===== src/rtl/router_sync_multi_pkg.sv =====
// -----------------------------------------------------------------------------
// router_pkg
// Shared defaults and helpers for the synchronous router block.
//
// Contents:
//   ROUTER_NUM_CH            default number of destination channels
//   ROUTER_ADDR_W            default destination address width
//   ROUTER_SOFT_RST_TIMEOUT  default idle cycles before a channel soft reset
//   ROUTER_MAX_CH            widest channel vector the helpers support
//   ROUTER_IDX_W             index width matching ROUTER_MAX_CH
//   router_ch_vec_t          full-width channel vector type
//   router_onehot()          one-hot decode of a channel index
// -----------------------------------------------------------------------------
package router_pkg;

    localparam int ROUTER_NUM_CH           = 3;
    localparam int ROUTER_ADDR_W           = 2;
    localparam int ROUTER_SOFT_RST_TIMEOUT = 30;

    // Helpers work on the widest legal channel count; callers slice down.
    localparam int ROUTER_MAX_CH = 16;
    localparam int ROUTER_IDX_W  = 4;

    typedef logic [ROUTER_MAX_CH-1:0] router_ch_vec_t;

    // One-hot decode of a channel index into a full-width channel vector.
    function automatic router_ch_vec_t router_onehot(input logic [ROUTER_IDX_W-1:0] idx);
        router_ch_vec_t v;
        v      = {ROUTER_MAX_CH{1'b0}};
        v[idx] = 1'b1;
        return v;
    endfunction

endpackage


===== src/rtl/router_sync_multi_timeout.sv =====
// -----------------------------------------------------------------------------
// router_sync_timeout
// Per-channel idle watchdog. Counts consecutive cycles in which the channel
// holds data (valid=1) that nobody reads (read_en=0). On the TIMEOUT-th such
// cycle it raises soft_rst for exactly one cycle and starts counting again,
// so an unbroken idle run pulses every TIMEOUT cycles.
//
// Parameters:
//   TIMEOUT   idle cycles before a pulse, 2..1023
// Ports:
//   clk       sole clock, rising edge
//   rst       synchronous active-low reset
//   valid     channel holds data
//   read_en   channel is being read this cycle
//   soft_rst  one-cycle soft reset pulse (registered)
// -----------------------------------------------------------------------------
module router_sync_timeout
    import router_pkg::*;
#(
    parameter int TIMEOUT = ROUTER_SOFT_RST_TIMEOUT
) (
    input  logic clk,
    input  logic rst,
    input  logic valid,
    input  logic read_en,
    output logic soft_rst
);

    // The counter only ever reaches TIMEOUT-1, so this width never wraps.
    localparam int                CNT_W    = $clog2(TIMEOUT);
    localparam logic [CNT_W-1:0]  CNT_LAST = CNT_W'(TIMEOUT - 1);
    localparam logic [CNT_W-1:0]  CNT_ONE  = CNT_W'(1);
    localparam logic [CNT_W-1:0]  CNT_ZERO = CNT_W'(0);

    logic [CNT_W-1:0] r_cnt;
    logic             r_soft_rst;
    logic             w_idle;

    assign w_idle = valid & ~read_en;

    // Idle counter and soft-reset pulse; any break in the idle run clears both.
    always_ff @(posedge clk) begin
        if (!rst) begin
            r_cnt      <= CNT_ZERO;
            r_soft_rst <= 1'b0;
        end else if (w_idle) begin
            if (r_cnt == CNT_LAST) begin
                r_cnt      <= CNT_ZERO;
                r_soft_rst <= 1'b1;
            end else begin
                r_cnt      <= r_cnt + CNT_ONE;
                r_soft_rst <= 1'b0;
            end
        end else begin
            r_cnt      <= CNT_ZERO;
            r_soft_rst <= 1'b0;
        end
    end

    assign soft_rst = r_soft_rst;

endmodule


===== src/rtl/router_sync_multi.sv =====
// -----------------------------------------------------------------------------
// router_sync_multi
// Synchronizer between the router FSM and NUM_CH destination FIFOs.
// Latches the header address, steers FSM writes to the addressed FIFO,
// reports that FIFO's full flag, exposes per-channel data-available flags
// and, optionally, soft-resets channels whose data sits unread too long.
//
// Configuration macro:
//   ROUTER_SYNC_SOFT_RST_EN  defined   -> per-channel idle watchdogs built
//                            undefined -> no watchdogs, soft_rst tied to zero
//
// Parameters:
//   NUM_CH   destination channels, 2..16
//   ADDR_W   address width, 2**ADDR_W >= NUM_CH
//   TIMEOUT  idle cycles before soft reset, 2..1023
// Ports:
//   clk        sole clock, rising edge
//   rst        synchronous active-low reset
//   det_addr   header address valid; captures din
//   din        destination address
//   wr_en_reg  FSM write request
//   full       per-channel FIFO full
//   empty      per-channel FIFO empty
//   read_en    per-channel destination read enable
//   wr_en      one-hot FIFO write enable (combinational)
//   fifo_full  full flag of the addressed channel (1 on bad address)
//   valid_out  per-channel data available (~empty)
//   soft_rst   per-channel soft reset pulse (registered)
//   addr_err   latched address is not a real channel
// -----------------------------------------------------------------------------
module router_sync_multi
    import router_pkg::*;
#(
    parameter int NUM_CH  = ROUTER_NUM_CH,
    parameter int ADDR_W  = ROUTER_ADDR_W,
    parameter int TIMEOUT = ROUTER_SOFT_RST_TIMEOUT
) (
    input  logic              clk,
    input  logic              rst,
    input  logic              det_addr,
    input  logic [ADDR_W-1:0] din,
    input  logic              wr_en_reg,
    input  logic [NUM_CH-1:0] full,
    input  logic [NUM_CH-1:0] empty,
    input  logic [NUM_CH-1:0] read_en,
    output logic [NUM_CH-1:0] wr_en,
    output logic              fifo_full,
    output logic [NUM_CH-1:0] valid_out,
    output logic [NUM_CH-1:0] soft_rst,
    output logic              addr_err
);

    // One extra bit so NUM_CH=16 with ADDR_W=4 still compares correctly.
    localparam logic [ADDR_W:0] NUM_CH_EXT = (ADDR_W + 1)'(NUM_CH);

    logic [ADDR_W-1:0]       r_addr_q;
    logic                    w_addr_err;
    logic [ROUTER_IDX_W-1:0] w_idx;
    router_ch_vec_t          w_dec;
    router_ch_vec_t          w_full_ext;
    logic [NUM_CH-1:0]       w_wr_en;
    logic                    w_fifo_full;
    logic [NUM_CH-1:0]       w_valid;
    logic [NUM_CH-1:0]       w_soft_rst;
    logic                    w_unused_bits;

    // Header address latch; a write in the same cycle still uses the old value.
    always_ff @(posedge clk) begin
        if (!rst) begin
            r_addr_q <= {ADDR_W{1'b0}};
        end else if (det_addr) begin
            r_addr_q <= din;
        end else begin
            r_addr_q <= r_addr_q;
        end
    end

    assign w_addr_err = ({1'b0, r_addr_q} >= NUM_CH_EXT);

    // Out-of-range addresses may alias after this resize; addr_err masks them.
    assign w_idx      = ROUTER_IDX_W'(r_addr_q);
    assign w_dec      = router_onehot(w_idx);
    assign w_full_ext = ROUTER_MAX_CH'(full);

    // Write steering and addressed-full selection.
    always_comb begin
        w_wr_en     = {NUM_CH{1'b0}};
        w_fifo_full = 1'b1;
        if (w_addr_err) begin
            w_wr_en     = {NUM_CH{1'b0}};
            w_fifo_full = 1'b1;
        end else begin
            w_fifo_full = w_full_ext[w_idx];
            if (wr_en_reg) begin
                w_wr_en = w_dec[NUM_CH-1:0];
            end else begin
                w_wr_en = {NUM_CH{1'b0}};
            end
        end
    end

    assign w_valid = ~empty;

`ifdef ROUTER_SYNC_SOFT_RST_EN
    // Independent watchdog per channel; several may pulse together.
    for (genvar ch = 0; ch < NUM_CH; ch++) begin : g_timeout
        router_sync_timeout #(
            .TIMEOUT (TIMEOUT)
        ) u_timeout (
            .clk      (clk),
            .rst      (rst),
            .valid    (w_valid[ch]),
            .read_en  (read_en[ch]),
            .soft_rst (w_soft_rst[ch])
        );
    end

    // Decode bits above NUM_CH are never steered anywhere.
    assign w_unused_bits = ^w_dec;
`else
    assign w_soft_rst = {NUM_CH{1'b0}};

    // Without watchdogs read_en has no consumer.
    assign w_unused_bits = ^{w_dec, read_en};
`endif

    assign wr_en     = w_wr_en;
    assign fifo_full = w_fifo_full;
    assign valid_out = w_valid;
    assign soft_rst  = w_soft_rst;
    assign addr_err  = w_addr_err;

endmodule


===== config.mk =====
export PLATFORM = sky130hd
export DESIGN_NAME = router_sync_multi
export DESIGN_NICKNAME = d
export VERILOG_FILES = /design/src/rtl/router_sync_multi_pkg.sv /design/src/rtl/router_sync_multi_timeout.sv /design/src/rtl/router_sync_multi.sv
export SDC_FILE = /design/constraint.sdc
export NUM_CORES = 1
export LEC_CHECK = 0
export CAP_MARGIN = 5
export CORE_AREA = 8 8 45 47
export DETAILED_ROUTE_END_ITERATION = 10
export DIE_AREA = 0 0 53 55
export PLACE_DENSITY = 0.63
export SLEW_MARGIN = 20
export SYNTH_ARGS = -nofsm -noshare
export SYNTH_HDL_FRONTEND = slang
export SYNTH_SLANG_ARGS = --single-unit

===== constraint.sdc =====
create_clock -name clk -period 0.8 [get_ports clk]
set_input_delay 0.16 -clock clk [delete_from_list [all_inputs] [get_ports clk]]
set_output_delay 0.16 -clock clk [all_outputs]
set_load 0.1 [all_outputs]

# Word-level counts from Yosys, hierarchy flattened
# Cells that the tools add are included.
dict set report totals {
  reg_bits 2
  inputBits 15
  elab_cells 13
}
dict set report op_classes {
  reduce_logical 1
  n_lt_le_gt_ge 3
  muxes 7
  bitwise_logic 1
}
# cell count
set op_table {}
lappend op_table {{3-bit 2-to-1 mux} 2}
lappend op_table {{2-bit by 5-bit < comparator with 1-bit output (second input constant)} 1}
lappend op_table {{1-bit 2-to-1 mux} 3}
lappend op_table {{3-bit inverter} 1}
lappend op_table {{1-bit binary-select mux with 2-bit select} 1}
lappend op_table {{1-bit demux with 2-bit select} 1}
lappend op_table {{2-bit by 1-bit >= comparator with 1-bit output (second input constant)} 1}
lappend op_table {{2-bit >= comparator (second input constant)} 1}
lappend op_table {{1-bit logical AND} 1}

# Logic depth before layout (Yosys ltp)
# Gate-level depths: netlist (run 1).
dict set report logic_depth {
  depth_word 6
  mapped_depth 2
}

# Worst setup path before layout (run 1)
# Ideal clock, no wire load.
dict set report synth_timing {
  path_kind {register -> output}
  start {register r_addr_q[0]}
  end {output wr_en[0]}
  t_required_ns 0.640
  arrival_time_ns 2.560
  path_slack_ns -1.920
  stages_incl_launch_ff 2
  path_cell_list {dfxtp_1 > nor3b_1}
}
dict set report synth_via {
  elab_chain_cells 6
  elab_cells_between_ends 8
}
# item line_no
set synth_lines {}
lappend synth_lines {{start: declaration} router_sync_multi.sv:56} ;# logic [ADDR_W-1:0] r_addr_q;
lappend synth_lines {{start signal: assignment} router_sync_multi.sv:70} ;# r_addr_q <= {ADDR_W{1'b0}};
lappend synth_lines {{start signal: assignment} router_sync_multi.sv:72} ;# r_addr_q <= din;
lappend synth_lines {{start signal: assignment} router_sync_multi.sv:74} ;# r_addr_q <= r_addr_q;
lappend synth_lines {{2-bit by 5-bit < comparator with 1-bit output (implied by the code) / 2-bit by 1-bit >= comparator with 1-bit output (equally long branches)} router_sync_multi_pkg.sv:30} ;# v[idx] = 1'b1;
lappend synth_lines {{1-bit logical AND (implied by the code)} router_sync_multi_pkg.sv:30}
lappend synth_lines {{1-bit 2-to-1 mux (implied by the code)} router_sync_multi_pkg.sv:30}
lappend synth_lines {{1-bit demux with 2-bit select} router_sync_multi_pkg.sv:30}
lappend synth_lines {{3-bit 2-to-1 mux} router_sync_multi.sv:94} ;# if (wr_en_reg) begin
lappend synth_lines {{3-bit 2-to-1 mux *} router_sync_multi.sv:89} ;# if (w_addr_err) begin
lappend synth_lines {{end: declaration} router_sync_multi.sv:46} ;# output logic [NUM_CH-1:0] wr_en,
# Mark *: on every way between the ends. The rest lies on a longest branch, timed or not.

# Worst setup path after layout (run 1)
dict set report layout_timing {
  start {register r_addr_q[1]}
  end {output wr_en[1]}
}
# Same word-level chain as after synthesis.

==> results.yml, run 1 <==
outcome:
  status: "finished, violations left"
  violations: "negative setup slack"
clocking:
  ctsHtreeMaxLevel: 1
  insertion_delay_ns: 0.23
  cts_setup_buffers: 0
  cts.sinks: 2
  cts_buffer_depth: 2
  clock_tree.root_cell: "clkbuf_4"
  cts_buffers: 3
  clkSlewWorstSetupHoldPaths_ns: 0.04
  cts_tree: "done"
floorplanning:
  chipHeight_microns: 55
  die_area_sq_um: 2920
  initial_core_util_pct: 12.0
  rows: 14
  dieWidth_microns: 53
  ioPinCount: 26
  core-area_sq_um: 1380
sta:
  rsz0062_at_grt: "yes"
  finalCriticalPeriod_ns: 1.28
  hold_viol_final: 0
  post-route-period-util_pct: 160
  layout_setup_ws_ns: -0.483
  slew_violations: 0
  finalSetupViolCount: 5
  fmax_ghz: 0.779
  skew_ns: 0
critical_path:
  criticalPathCategory: "register to primary output"
  r2r_start: "r_addr_q[0]"
  r2r_end: "r_addr_q[0]"
  critical_path_arrival_ns: 1.12
  rrSetupSlack_ns: 0.15
  required_ns: 0.64
  crit_path_max_fanout: 4
  start_kind: "register"
  reg2reg_depth: 2
  crit_path_end_kind: "primary output"
min_path:
  worstHoldPathType: "input pin to register"
  hp-start: "det_addr"
  min_to: "r_addr_q[0]"
  hold_depth: 3
synth:
  netlist_instances: 21
  synth_top_area_share_pct: 24.1
  ys_ff_latch: 2
  seq_area_frac_synth_pct: 24.1
  avgSynthCellArea_sq_um: 7.92
  synth_cell_types: 11
  ys_warn_count: 0
  synth_top_area_cell: "dfxtp_1"
  synth_area_leaders: "dfxtp_1, mux2i_1, buf_4"
  synthesis.area_sq_um: 166
grt:
  grt_pass1_vias: 248
  grt-ovfl-total: 0
  grt_max_degree: 7
  grt_usage_pct: 5.13
  antenna_found_initial: 0
  grt_pass1_wl_microns: 1000
pwr:
  p_leak_nw: 0.219
  powerDensity_nw_per_um2: 1510
  peakVddDrop_uv: 501
final_layout:
  area_growth_pct: 228
  drive_above_1_share_pct: 62.2
  top_regs: "r_addr_q x2"
  top_register: "r_addr_q"
  largest_reg_flops: 2
  fin_nets: 61
  final_cells: 61
  n_antenna_cell: 0
route:
  drcViolationCount: 0
  drt-total-wl_microns: 636
  detail_route.iter0.violations: 0
  wl_per_cell_microns: 10.4
  post_drt_via_cell_ratio: 3.62
  dr.pass1.iters: 1
  final_antenna_net_count: 0
  dr_total_vias: 221
placement:
  gp_congestion: 0.654
  dp_hpwl_microns: 582
  dp_slack_ns: -0.459
  io_buffers: 19
  placed_cells: 57
job:
  maxCapViolations: 0
-- worst max-delay path by stage --
stage               cells past startpoint   endpoint         from
detailed placement                      3   wr_en[0]    wr_en_reg
global placement                        3   wr_en[0]    wr_en_reg
CTS                                     3  fifo_full  r_addr_q[1]
floorplan                               1   wr_en[0]  r_addr_q[0]
finish                                  3   wr_en[1]  r_addr_q[1]
global route                            3   wr_en[0]  r_addr_q[1]
-- cell usage after synthesis --
library cell / number
nor2b_1: 2
and2_2: 1
conb_1: 1
nand2_1: 1
mux2i_1: 4
dfxtp_1: 2
inv_1: 3
nor3b_1: 1
and3b_2: 1
buf_4: 3
nor2_1: 2
-- critical path: stages (launching register included) --
cell	delay, ns
dfxtp_4	0.35
buf_6	0.13
and3b_2	0.25
buf_12	0.17
-- timing repair --
action	CTS	global route
pin swaps	2	0
endpoints found under the setup margin	9	5
hold buffers	0	0
resized for setup	14	0
-- placed cells by master, fill, tap and decap left out --
cell             Yosys  routed
and2_2               1       1
and3b_2              1       1
buf_12               0       8
buf_4                3       1
buf_6                0       1
clkbuf_1             0       1
clkbuf_4             0       3
clkdlybuf4s15_2      0       3
clkdlybuf4s50_1      0       7
clkinvlp_4           0       3
conb_1               1       3
dfxtp_4              0       2
dlygate4sd2_1        0       1
mux2i_1              4       2
mux2i_2              0       1
mux2i_4              0       1
nand2_2              0       1
nor2_1               2       1
nor2_4               0       1
nor2b_1              2       2
nor3b_4              0       1
-- cells by family (layout without fill, tap and decap cells) --
kind of cell  count (synthesis)  count (layout)  share of synthesized area (%)
buf+inv                       6              28                           20.3
flops                         2               2                           24.1
mux                           4               4                           24.1
other cells                   1               3                           2.25
simple gates                  8               8                           29.3
-- where the power goes --
group	switching, mW	internal [mW]
Clock	0.0662	0.186
Combinational	0.284	0.172
Sequential	0.0130	0.104
Total	0.363	0.462
-- per-layer routing --
metal  share of wire (%)  track usage (%)  up-vias  wire length, microns
met3                  11             2.67        2                    73
met2                  56             8.79       14                   353
met4                 3.0             7.76        0                    19
met1                  30             3.17       98                   189
met5                   0                0        -                     0
li1                    -                -      107                     -
-- area by class of cell --
class | instances | area (sq um)
multi-input combinational | 15 | 138
timing repair buffer | 21 | 292
tap | 16 | 20.0
sequential | 2 | 47.5
inverter | 3 | 22.5
clock buffer | 4 | 26.3
fill | 144 | 838
-- metrics by stage --
step | utilization (%) | instance area, sq um | power [mW] | hold slack [ns] | setup TNS (ns)
6_report | 39.4 | 546 | 0.825 | 0.389 | -2.26
5_1_grt | 39.4 | 546 | 0.875 | 0.429 | -2.45
4_1_cts | 39.4 | 546 | 0.842 | 0.384 | -2.34
3_5_place_dp | 36.4 | 504 | 0.577 | 0.561 | -3.38
3_3_place_gp | 36.4 | 504 | 0.573 | 0.549 | -3.27
2_1_floorplan | - | 221 | 0.409 | 0.287 | -1.88
No activity file was read; power rests on OpenSTA's default activity.
==> inputs of run 2 (changes only) <==
Settings changed: ABC_AREA set to 1.
==> run 2 against run 1 <==
The run still ends with negative setup slack left. Clock skew stayed put. Wire length is 9.9% higher. Combinational power is 19% higher. Setup slack better by 0.016 ns. Die area stayed put. Count of clock-buffer cells in the layout is 1 lower. Largest power group unchanged. Fmax is 1.3% higher. Critical path depth is 3 higher. Cell area is 12% higher. Critical path type unchanged. Register-to-register slack worse by 0.13 ns. Final cell count is 18% higher. Sequential share of layout area is 0.93 points lower.
==> results.yml, run 2 <==
sta:
  slew_violations: 0
  layout_setup_ws_ns: -0.467
  fmax_ghz: 0.789
  finalSetupViolCount: 5
  rsz0062_at_grt: "yes"
  skew_ns: 0
  finalCriticalPeriod_ns: 1.27
  fin_tns_setup_ns: -2.25
  post-route-period-util_pct: 158
  hold_viol_final: 0
critical_path:
  crit_start: "r_addr_q[0]"
  rrSetupSlack_ns: 0.02
  r2r_start: "r_addr_q[0]"
  cp_common_cell: "nand2_2"
  critPathSlowestCell: "dfxtp_4"
  crit_path_end_kind: "primary output"
  path_cells: "inv_4 > nand2_2 > nand3_2 > nand2_2 > clkinvlp_4 > buf_12"
  endpoint: "fifo_full"
  start_kind: "register"
  critical_path_arrival_ns: 1.11
  reg2reg_depth: 3
  required_ns: 0.64
  r2r_end: "r_addr_q[0]"
  criticalPathCategory: "register to primary output"
  slowest_delay_ns: 0.37
  crit_path_max_fanout: 4
clocking:
  cts_buffers: 3
  ctsHtreeMaxLevel: 1
  clkSlewWorstSetupHoldPaths_ns: 0.03
  insertion_delay_ns: 0.22
  cts.sinks: 2
  clock_tree.root_cell: "clkbuf_4"
  cts_buffer_depth: 2
  cts_setup_buffers: 0
  cts_tree: "done"
synth:
  avgSynthCellArea_sq_um: 5.59
  netlist_top_cells_count: "inv_1, nand2_1, nor2_1, buf_4, nor3_1"
  ys_warn_count: 0
  synth.most_common_cell: "inv_1"
  synth_ff_type: "dfxtp_1"
  synth_area_leaders: "dfxtp_1, inv_1, buf_4"
  ys_ff_latch: 2
  synth_top_area_cell: "dfxtp_1"
  synth_cell_types: 11
  async_flop_share_pct: 0
  seq_area_frac_synth_pct: 23.9
  synth_edf_count: 0
  synth_top_area_share_pct: 23.9
  netlist_instances: 30
  synthesis.area_sq_um: 168
final_layout:
  final_cells: 72
  layout_commonest_cell: "buf_12"
  top_register: "r_addr_q"
  top_regs: "r_addr_q x2"
  post-route-util_pct: 44.1
  n_antenna_cell: 0
  drive_above_1_share_pct: 66.1
  most-common-layout-cells: "buf_12, clkdlybuf4s50_1, clkinvlp_4"
  fin_area_sq_um: 611
  largest_reg_flops: 2
  area_growth_pct: 264
  fin_nets: 73
  fillers: 132
floorplanning:
  die_area_sq_um: 2920
  core-area_sq_um: 1380
  rows: 14
  chipHeight_microns: 55
  ioPinCount: 26
  dieWidth_microns: 53
  initial_core_util_pct: 12.1
outcome:
  violations: "negative setup slack"
  status: "finished, violations left"
route:
  detail_route.iter0.violations: 3
  drt-total-wl_microns: 699
  dr.pass1.iters: 2
  post_drt_via_cell_ratio: 3.53
  wl_per_cell_microns: 9.71
  drcViolationCount: 0
  final_antenna_net_count: 0
  dr_total_vias: 254
grt:
  antenna_found_initial: 0
  grt_max_degree: 5
  grt_pass1_vias: 287
  grt_usage_pct: 5.42
  grt-ovfl-total: 0
  grt_pass1_wl_microns: 1170
placement:
  gp_congestion: 0.607
  placed_cells: 69
  io_buffers: 19
  dp_hpwl_microns: 599
  dpl_cell_area_sq_um: 581
pwr:
  powerDensity_nw_per_um2: 1450
  peakVddDrop_uv: 844
  p_leak_nw: 0.269
min_path:
  worstHoldPathType: "input pin to register"
job:
  maxCapViolations: 0
[run 2: critical path: cells and delay by family, from the launching register on]
kind	cells	cell delay, ns
flip-flops	1	0.37
buffers and inverters	3	0.30
AND/OR/NAND/NOR	3	0.20
[run 2: repair_timing]
action                                  CTS  global route
hold buffers                              0             0
gates resized for setup                  13             7
pin swaps                                 2             1
endpoints found under the setup margin    9             9
[run 2: kinds of logic after synthesis]
kind of cell | Yosys count | synth area share, %
AO/OA/AOI/OAI | 2 | 5.97
flip-flops | 2 | 23.9
buffers and inverters | 12 | 33.6
other | 1 | 2.24
AND/OR/NAND/NOR | 13 | 34.3
[run 2: area by class of cell]
type | count | area [sq um] | share of cell area [%]
clock buffers | 3 | 22.5 | 3.69
repair buffers | 24 | 332 | 54.3
inverters | 9 | 55.1 | 9.02
flip-flops and latches | 2 | 47.5 | 7.79
multi-input cells | 18 | 134 | 21.9
well taps | 16 | 20.0 | 3.28
[run 2: worst min path at each step]
stage	from	endpoint	slack [ns]	cells after the start
floorplan	rst	r_addr_q[0]	0.29	2
global placement	r_addr_q[1]	r_addr_q[1]	0.64	3
detailed placement	r_addr_q[1]	r_addr_q[1]	0.65	3
CTS	rst	r_addr_q[1]	0.50	3
global route	det_addr	r_addr_q[0]	0.28	3
finish	det_addr	r_addr_q[0]	0.24	3
[run 2: metal layers]
metal | vias up | track usage (%) | part of all wire, %
met5 | - | 0 | 0
li1 | 136 | - | -
met4 | 0 | 1.29 | 0
met2 | 17 | 9.38 | 49
met1 | 101 | 4.88 | 36
met3 | 0 | 4.28 | 15
[run 2: power by group]
| group | switching (mW) | leakage [nW] | internal [mW] |
|---|---|---|---|
| clock network | 0.0579 | 0.0138 | 0.166 |
| registers | 0.0128 | 0.0178 | 0.106 |
| logic | 0.337 | 0.238 | 0.206 |
[run 2: stage by stage]
stage	power [mW]	setup slack, ns	hold WS [ns]
after floorplan	0.436	-0.529	0.286
after global placement	0.655	-0.507	0.643
after detailed placement	0.659	-0.541	0.646
after CTS	0.898	-0.485	0.504
after global routing	0.922	-0.532	0.284
final	0.886	-0.467	0.244
